<file path="src/rtl/mem_line_arbiter.sv">
// mem_line_arbiter: shares one line-wide main-memory port between the I-cache and D-cache miss engines.
// Latency: request -> done is 3 cycles minimum (IDLE grant, one BUSY cycle, RESP pulse); BUSY lasts until m_ready or timeout.
// Backpressure: requests are level-held until done; one transaction at a time, memory stalls by withholding m_ready.
//
// Ports:
//   clk, reset_n                    clock and asynchronous active-low reset
//   i_req_rd/i_addr -> i_rdata/i_done               I-cache line read channel
//   d_req_rd/d_req_wr/d_addr/d_wdata -> d_rdata/d_done   D-cache line read / write-back channel
//   m_read/m_write/m_addr/m_wdata <- m_rdata/m_ready     shared memory port
//   err_timeout                     one-cycle pulse when a transaction is aborted by the wait limit
//   i_grant_cnt/d_grant_cnt/conflict_cnt   saturating statistics counters
module mem_line_arbiter #(
    parameter int ADDR_W  = 16,
    parameter int LINE_W  = 64,
    parameter int CNT_W   = 16,
    parameter int TIMEOUT = 0
) (
    input  logic              clk,
    input  logic              reset_n,
    input  logic              i_req_rd,
    input  logic [ADDR_W-1:0] i_addr,
    output logic [LINE_W-1:0] i_rdata,
    output logic              i_done,
    input  logic              d_req_rd,
    input  logic              d_req_wr,
    input  logic [ADDR_W-1:0] d_addr,
    input  logic [LINE_W-1:0] d_wdata,
    output logic [LINE_W-1:0] d_rdata,
    output logic              d_done,
    output logic              m_read,
    output logic              m_write,
    output logic [ADDR_W-1:0] m_addr,
    output logic [LINE_W-1:0] m_wdata,
    input  logic [LINE_W-1:0] m_rdata,
    input  logic              m_ready,
    output logic              err_timeout,
    output logic [CNT_W-1:0]  i_grant_cnt,
    output logic [CNT_W-1:0]  d_grant_cnt,
    output logic [CNT_W-1:0]  conflict_cnt
);

    typedef enum logic [1:0] {
        ST_IDLE = 2'd0,
        ST_BUSY = 2'd1,
        ST_RESP = 2'd2
    } state_t;

    // Wait counter just wide enough to hold TIMEOUT; a single bit when no limit is configured.
    localparam int TW = (TIMEOUT > 1) ? $clog2(TIMEOUT + 1) : 1;

    state_t              state_q, state_d;
    logic                last_d_q, last_d_d;     // 1 = D side won the most recent conflict
    logic                side_d_q, side_d_d;     // owner of the in-flight transaction (1 = D)
    logic                op_wr_q, op_wr_d;
    logic [ADDR_W-3:0]   addr_q, addr_d;         // line address only; word offset is dropped
    logic [LINE_W-1:0]   wdata_q, wdata_d;
    logic [LINE_W-1:0]   i_rdata_q, i_rdata_d;
    logic [LINE_W-1:0]   d_rdata_q, d_rdata_d;
    logic [TW-1:0]       wait_q, wait_d;
    logic                to_q, to_d;
    logic [CNT_W-1:0]    i_grant_q, i_grant_d;
    logic [CNT_W-1:0]    d_grant_q, d_grant_d;
    logic [CNT_W-1:0]    conflict_q, conflict_d;

    logic i_pend, d_pend, both_pend, grant_d, timeout_hit;
    logic unused_addr_lsbs;

    // The word offset inside a line never reaches memory.
    assign unused_addr_lsbs = ^{i_addr[1:0], d_addr[1:0]};

    function automatic logic [CNT_W-1:0] sat_inc(input logic [CNT_W-1:0] v);
        return (&v) ? v : v + CNT_W'(1);
    endfunction

    assign i_pend    = i_req_rd;
    assign d_pend    = d_req_rd | d_req_wr;
    assign both_pend = i_pend & d_pend;
    // D wins when alone, or in a conflict when I was granted last.
    assign grant_d   = d_pend & (~i_pend | ~last_d_q);
    // wait_q counts completed BUSY cycles, so the limit trips in the TIMEOUT-th BUSY cycle.
    assign timeout_hit = (TIMEOUT > 0) && (wait_q == TW'(TIMEOUT - 1));

    always_comb begin
        state_d    = state_q;
        last_d_d   = last_d_q;
        side_d_d   = side_d_q;
        op_wr_d    = op_wr_q;
        addr_d     = addr_q;
        wdata_d    = wdata_q;
        i_rdata_d  = i_rdata_q;
        d_rdata_d  = d_rdata_q;
        wait_d     = wait_q;
        to_d       = 1'b0;
        i_grant_d  = i_grant_q;
        d_grant_d  = d_grant_q;
        conflict_d = conflict_q;

        case (state_q)
            ST_IDLE: begin
                if (both_pend) begin
                    conflict_d = sat_inc(conflict_q);
                end
                if (i_pend || d_pend) begin
                    side_d_d = grant_d;
                    // A simultaneous read+write from D is a write-back.
                    op_wr_d  = grant_d & d_req_wr;
                    addr_d   = grant_d ? d_addr[ADDR_W-1:2] : i_addr[ADDR_W-1:2];
                    wdata_d  = grant_d ? d_wdata : '0;
                    wait_d   = '0;
                    if (both_pend) begin
                        last_d_d = grant_d;
                    end
                    if (grant_d) begin
                        d_grant_d = sat_inc(d_grant_q);
                    end else begin
                        i_grant_d = sat_inc(i_grant_q);
                    end
                    state_d = ST_BUSY;
                end
            end
            ST_BUSY: begin
                if (m_ready) begin
                    if (!op_wr_q) begin
                        if (side_d_q) begin
                            d_rdata_d = m_rdata;
                        end else begin
                            i_rdata_d = m_rdata;
                        end
                    end
                    state_d = ST_RESP;
                end else if (timeout_hit) begin
                    to_d    = 1'b1;
                    state_d = ST_RESP;
                end else begin
                    wait_d = wait_q + TW'(1);
                end
            end
            ST_RESP: begin
                state_d = ST_IDLE;
            end
            default: begin
                state_d = ST_IDLE;
            end
        endcase
    end

    always_ff @(posedge clk or negedge reset_n) begin
        if (!reset_n) begin
            state_q    <= ST_IDLE;
            last_d_q   <= 1'b0;
            side_d_q   <= 1'b0;
            op_wr_q    <= 1'b0;
            addr_q     <= '0;
            wdata_q    <= '0;
            i_rdata_q  <= '0;
            d_rdata_q  <= '0;
            wait_q     <= '0;
            to_q       <= 1'b0;
            i_grant_q  <= '0;
            d_grant_q  <= '0;
            conflict_q <= '0;
        end else begin
            state_q    <= state_d;
            last_d_q   <= last_d_d;
            side_d_q   <= side_d_d;
            op_wr_q    <= op_wr_d;
            addr_q     <= addr_d;
            wdata_q    <= wdata_d;
            i_rdata_q  <= i_rdata_d;
            d_rdata_q  <= d_rdata_d;
            wait_q     <= wait_d;
            to_q       <= to_d;
            i_grant_q  <= i_grant_d;
            d_grant_q  <= d_grant_d;
            conflict_q <= conflict_d;
        end
    end

    // Strobes and done pulses decode straight from registered state, so an
    // asynchronous reset clears them without waiting for a clock.
    assign m_read       = (state_q == ST_BUSY) & ~op_wr_q;
    assign m_write      = (state_q == ST_BUSY) &  op_wr_q;
    assign m_addr       = {addr_q, 2'b00};
    assign m_wdata      = wdata_q;
    assign i_done       = (state_q == ST_RESP) & ~side_d_q;
    assign d_done       = (state_q == ST_RESP) &  side_d_q;
    assign i_rdata      = i_rdata_q;
    assign d_rdata      = d_rdata_q;
    assign err_timeout  = to_q;
    assign i_grant_cnt  = i_grant_q;
    assign d_grant_cnt  = d_grant_q;
    assign conflict_cnt = conflict_q;

endmodule

</file>
<file path="config.mk">
export PLATFORM = sky130hd
export DESIGN_NAME = mem_line_arbiter
export DESIGN_NICKNAME = d
export VERILOG_FILES = /design/src/rtl/mem_line_arbiter.sv
export SDC_FILE = /design/constraint.sdc
export NUM_CORES = 1
export LEC_CHECK = 0
export ABC_AREA = 1
export BUFFER_PORTS_ARGS = -buffer_cell sky130_fd_sc_hd__buf_2
export CORE_AREA = 3 3 166 168
export DETAILED_ROUTE_END_ITERATION = 10
export DIE_AREA = 0 0 169 171
export GPL_TIMING_DRIVEN = 0
export PLACE_DENSITY = 0.76
export SLEW_MARGIN = 10
export SYNTH_ARGS = -nofsm -noshare
export SYNTH_HDL_FRONTEND = slang
export SYNTH_SLANG_ARGS = --single-unit
</file>
<file path="constraint.sdc">
create_clock -name clk -period 1.8 [get_ports clk]
set_clock_uncertainty 0.2 [all_clocks]
set_input_delay 0.36 -clock clk [delete_from_list [all_inputs] [get_ports clk]]
set_output_delay 0.36 -clock clk [all_outputs]
set_load 0.03 [all_outputs]
</file>
==> results of run 1 <==
## cells by family (layout without fill, tap and decap cells)
group	count (synthesis)	in the layout	share of synthesized area (%)
other	1	3	0.0347
and+or+nand+nor	473	474	18.0
DFF	259	259	60.0
buffers and inverters	163	824	6.72
xor gates and xnor gates	23	23	1.87
adders and majority gates	3	3	0.348
AOI/OAI and AO/OA	232	232	13.0
## power groups by stage
stage | combinational, mW | clock, mW | sequential, mW
3_3_place_gp | 11.7 | 0 | 9.38
5_1_grt | 14.8 | 6.35 | 9.77
6_report | 14.0 | 6.05 | 9.58
3_5_place_dp | 12.0 | 0 | 9.44
4_1_cts | 12.5 | 6.11 | 9.41
2_1_floorplan | 3.57 | 0 | 13.5
## critical path: cells and delay by family, from the launching register on
family        cells  cell delay [ns]
simple gates      6             0.68
flops             1             0.39
buf+inv           4             0.56
## metrics by stage
step | std cells | setup WS [ns] | util (%)
finish | 2153 | -0.173 | 64.6
global route | 2153 | -0.230 | 64.6
CTS | 2124 | -0.195 | 61.8
detailed placement | 1912 | -0.454 | 51.4
global placement | 1910 | -4.86 | 51.2
floorplan | 1156 | 0.00365 | -
## how the worst min path moves through the flow
stage	from	end	slack, ns	cells past startpoint
6_report	i_req_rd	last_d_q	0.0008	3
5_1_grt	i_req_rd	last_d_q	0.02	3
2_1_floorplan	reset_n	addr_q[0]	-0.14	0
3_5_place_dp	reset_n	m_wdata[50]	0.14	1
4_1_cts	i_req_rd	last_d_q	0.02	3
3_3_place_gp	d_rdata[11]	d_rdata[11]	0.26	2
## flip-flops by register name, summed over array words and instances (netlist names), 2 cells and up
register	flops
i_rdata	64
d_grant_cnt	16
d_rdata	64
i_grant_cnt	16
conflict_cnt	16
state_q	2
m_wdata	64
addr_q	14
## Yosys cell counts (2+ instances only)
| library cell | instances |
|---|---|
| ha_1 | 3 |
| nor2_4 | 3 |
| buf_2 | 29 |
| nand3b_1 | 4 |
| xor2_1 | 6 |
| nor3_1 | 2 |
| nor2_1 | 60 |
| nand2_1 | 346 |
| a21oi_1 | 28 |
| xnor2_1 | 17 |
| dfrtp_1 | 259 |
| buf_6 | 6 |
| nor2_2 | 4 |
| buf_4 | 8 |
| o21ai_0 | 110 |
| inv_1 | 106 |
| inv_2 | 2 |
| clkbuf_2 | 2 |
| o21ai_1 | 29 |
| nand4_1 | 18 |
| nor3_2 | 2 |
| nand3_1 | 27 |
| clkbuf_1 | 9 |
| nand2_2 | 5 |
| a22o_1 | 64 |
## routing by layer
layer	track usage [%]	vias to the layer above	wire, µm
met3	5.18	204	3850
met1	31.1	5414	15100
li1	-	5032	-
met5	0	-	0
met2	48.3	734	20900
met4	11.3	0	2320
## what timing repair did
item	in CTS	in global routing
pin swaps	5	9
setup endpoints to repair	117	241
endpoints found under the hold margin	266	0
setup buffers	4	21
gates resized for setup	47	195
cloned	0	8
hold buffers	159	0
## layout make-up
class / count / area, µm² / area share [%]
flip-flops and latches: 259 / 6520 / 38.8
repair buffers: 612 / 4210 / 25.0
multi-input cells: 735 / 3790 / 22.6
clock buffers: 35 / 756 / 4.49
plain buffers: 55 / 507 / 3.01
well taps: 335 / 419 / 2.49
inverters: 108 / 413 / 2.45
clock inverters: 14 / 201 / 1.20
==> metrics.txt, run 1 <==
status finished with violations; failing checks setup timing; Vias 11,384; Reg-to-Reg Start state_q[1]; kind of critical path flip-flop to flip-flop; Die Footprint 0.0289 mm²; Fin Hold WS 0.000795 ns; DRC errors left 0; Fmax 507 MHz; Post-Syn Instances 1,154; filler instances 1,914; post-DR vias/cell 5.29; Routed Antenna Nets 0; Num CTS Buffers 27; sequential fraction of the synthesis area 60.0%; vias in the first global route 11,334; die height 171 µm; Die Wd 169 µm; Port Buffers 419; Clock power frac 20.4%; worst hold path type input pin to flip-flop; post-synthesis register bit count 259; io pins 427; Crit Path Max Fanout 8; Leakage 8.83 nW; Synth Cell Area 0.0108 mm²; fin crit period 1.97 ns; RSZ-0062 raised after global routing true; latest clock arrival within the worst-skew pair 0.53 ns; library cells used by synthesis 30; register-to-register setup slack -0.17 ns; CTS tree yes; ys flop type dfrtp_1; Logic pwr share 47.2%; GP Congestion 0.863; FP Rows 59; total grt overflow 0; WP data arrival 2.18 ns; antenna cells 0; Clock Sink Count 259; most frequent cells in the layout 413 x buf_2, 337 x nand2_1, 225 x dfrtp_1, 159 x dlygate4sd3_1, 104 x inv_1; post-synth top area cell dfrtp_1; core footprint 0.0261 mm²; Warnings, synthesis 0; Setup WS post-layout -0.173 ns; Crit. Startpoint state_q[1]; H-tree depth 1; total power 29.6 mW; initial core utilization 41.4%; post-synth top area share 60.0%; peak supply drop 0.00132 V; pins over their slew limit 0; fraction of layout cells with a size suffix above 1 35.1%; Post-DP Area 0.0134 mm²; r2r endpoint d_grant_cnt[1]; Reg clk slew, reported paths 0.07 ns; switch share 44.5%; Final Hold Fails 0; Slowest cell on crit path dfrtp_1; commonest non-fill, non-tap cell in the layout buf_2; kind of end point of the critical path flip-flop; Internal Pwr Total 16.4 mW; antenna violations before repair 0; setup TNS -4.60 ns; switching power 13.2 mW; setup violators final 111; syn_area_per_cell 9.35 µm²; Pre-Repair DR Iteration Count 6; global-route wire length before repair 61,800 µm; hpwl dp 27,100 µm; Slew @ Worst Pin 0.577 ns; WP data required 2.01 ns; relative slew slack 61.5%; drt total wl 42,100 µm; pwr/cell area 1760 mW/mm²; Seq pwr share 32.4%; CTS Root Cell clkbuf_16; final instance area 0.0168 mm²; area grow syn2layout 55.9%; max incr delay on CP 0.39 ns; critical path endpoint d_grant_cnt[1]; GRT Total Usage 26.7%; Reg2Reg Depth 10; Async SR Flop Fraction 100%; CP startpoint kind flip-flop; DR WL/cell 19.6 µm; clk buf depth 3; Post-synth EDFFs 0; Max Cap Viol 0; synth top area cells dfrtp_1 60%, nand2_1 12%, a22o_1 5.2%; fin crit share 110%; fin nets 1,967; initial DRC count 968; CP Cell Sequence buf_4 -> nor2_4 -> buf_12 -> nand2_8 -> nor2_4 -> buf_6 -> nand2_4 -> buf_8 -> nand2_1 -> nand2_1; largest net degree at the start of global routing 117
(Power assumes the default switching activity.)
==> run 2: changes to the inputs <==
--- a/config.mk
+++ b/config.mk
@@ -12,6 +12,7 @@
 export DIE_AREA = 0 0 169 171
 export GPL_TIMING_DRIVEN = 0
 export PLACE_DENSITY = 0.76
+export REMOVE_ABC_BUFFERS = 1
 export SLEW_MARGIN = 10
 export SYNTH_ARGS = -nofsm -noshare
 export SYNTH_HDL_FRONTEND = slang
==> run 2 against run 1 <==
The run still ends with setup timing left. Total power grew 13%. Combinational power grew 29%. Sequential share of layout area shrank 4.5 points. Critical endpoint is now d_grant_cnt[3].
==> metrics.txt, run 2 (synthesized netlist as in run 1, its figures left out) <==
status finished with violations; failing checks setup timing; Die Wd 169 µm; io pins 427; antenna cells 0; RSZ-0062 raised after global routing true; relative slew slack 47.8%; CTS Root Cell clkbuf_16; H-tree depth 1; WP data required 2.03 ns; fraction of layout cells with a size suffix above 1 47.0%; Pre-Repair DR Iteration Count 8; GP Congestion 0.889; WP depth 8; GRT Total Usage 26.6%; placed cells 1,862; vias in the first global route 11,460; CP top delay family simple AND/OR/NAND/NOR gates; DRC errors left 0; hpwl dp 21,800 µm; largest net degree at the start of global routing 108; post-DR vias/cell 5.71; setup TNS -17.15 ns; die height 171 µm; switch share 46.5%; worst hold path type input pin to flip-flop; total grt overflow 0; worst hold path depth 3; max incr delay on CP 0.49 ns; Crit Path Max Fanout 6; Reg2Reg Depth 8; pre-CTS WS -0.895 ns; most frequent cells in the layout 395 x buf_2, 230 x dfrtp_1, 215 x nand2_1, 159 x dlygate4sd3_1, 100 x inv_1; fin nets 2,015; multi-input logic area 0.00511 mm²; kind of critical path flip-flop to flip-flop; Leakage 9.66 nW; Routed Antenna Nets 0; final core utilization 72.9%; clk buf depth 3; Slowest cell on crit path dfrtp_1; Fin Hold WS 0.216 ns; initial DRC count 1,544; register-to-register setup slack -0.23 ns; latest clock arrival within the worst-skew pair 0.54 ns; Die Footprint 0.0289 mm²; Most Frequent Cell on Critical Path nand2_4; Num CTS Buffers 27; initial core utilization 41.4%; CP startpoint kind flip-flop; CTS tree yes; global-route wire length before repair 61,600 µm; Setup WS post-layout -0.231 ns; Reg clk slew, reported paths 0.07 ns; Clock Sink Count 259; core footprint 0.0261 mm²; Clock power frac 16.7%; kind of end point of the critical path flip-flop; DR WL/cell 23.8 µm; Port Buffers 419; filler instances 1,526; fin crit share 113%; setup violators final 234; FP Rows 59; peak supply drop 0.00135 V; total power 33.6 mW; commonest non-fill, non-tap cell in the layout buf_2; final std cells w/o fill 2,198; Logic pwr share 53.5%; pwr/cell area 1770 mW/mm²; drt total wl 52,400 µm; final instance area 0.0190 mm²; antenna violations before repair 0; Fmax 492 MHz; CP Cell Sequence ha_4 -> nand3_2 -> nor3_4 -> nand2_4 -> nand2_8 -> clkinv_8 -> nand2_4 -> nand2_2; pins over their slew limit 0; Max Cap Viol 0; switching power 15.6 mW; Slew @ Worst Pin 0.783 ns; Final Hold Fails 0; CP Buf/Inv Count 1; area grow syn2layout 76.1%; FF/Latch Area 0.00652 mm²; Seq pwr share 29.8%; Internal Pwr Total 18.0 mW; fin crit period 2.03 ns; Vias 12,541; WP data arrival 2.26 ns; Post-DP Area 0.0132 mm²
-- run 2: worst register-to-register path, stage by stage, from the launching register on --
cell,delay [ns]
dfrtp_1,0.49
ha_4,0.21
nand3_2,0.13
nor3_4,0.29
nand2_4,0.17
nand2_8,0.18
clkinv_8,0.12
nand2_4,0.07
nand2_2,0.07
-- run 2: what timing repair did --
action / in CTS / in global routing
hold buffers: 159 / 0
gates resized for setup: 104 / 478
setup endpoints to repair: 270 / 266
hold endpoints to repair: 299 / 0
pin swaps: 12 / 67
gates cloned: 20 / 36
setup buffers: 42 / 49
-- run 2: metal layers --
metal,global-route usage (%),share of wire [%],vias to the layer above,wire length (µm)
li1,-,-,5173,-
met1,33.2,35,6022,18300
met2,45.0,48,1050,25000
met3,5.15,11,296,5950
met4,12.7,5.9,0,3080
met5,0,0,-,0
-- run 2: cell type report --
| type | instances | share of cell area, % |
|---|---|---|
| flip-flops and latches | 259 | 34.3 |
| clock buffers | 42 | 4.27 |
| inverters | 108 | 2.28 |
| clock inverters | 4 | 0.257 |
| well taps | 335 | 2.21 |
| multi-input cells | 752 | 26.9 |
| repair buffers | 697 | 29.7 |
| repair inverters | 1 | 0.0856 |
-- run 2: final timing paths --
path,startpoint,to
max,d_grant_cnt[0],d_grant_cnt[3]
min,m_ready,state_q[1]
max reg2reg,d_grant_cnt[0],d_grant_cnt[3]
min reg2reg,i_rdata[46],i_rdata[46]
max in group asynchronous,reset_n,m_wdata[40]
min in group asynchronous,reset_n,i_rdata[17]
-- run 2: power by group through the flow --
stage | clock [mW] | sequential, mW | combinational, mW
after floorplan | 0 | 13.5 | 3.28
after global placement | 0 | 9.31 | 11.2
after detailed placement | 0 | 9.34 | 11.6
after CTS | 5.58 | 9.33 | 13.9
after global routing | 5.89 | 10.2 | 18.6
final | 5.62 | 10.0 | 18.0
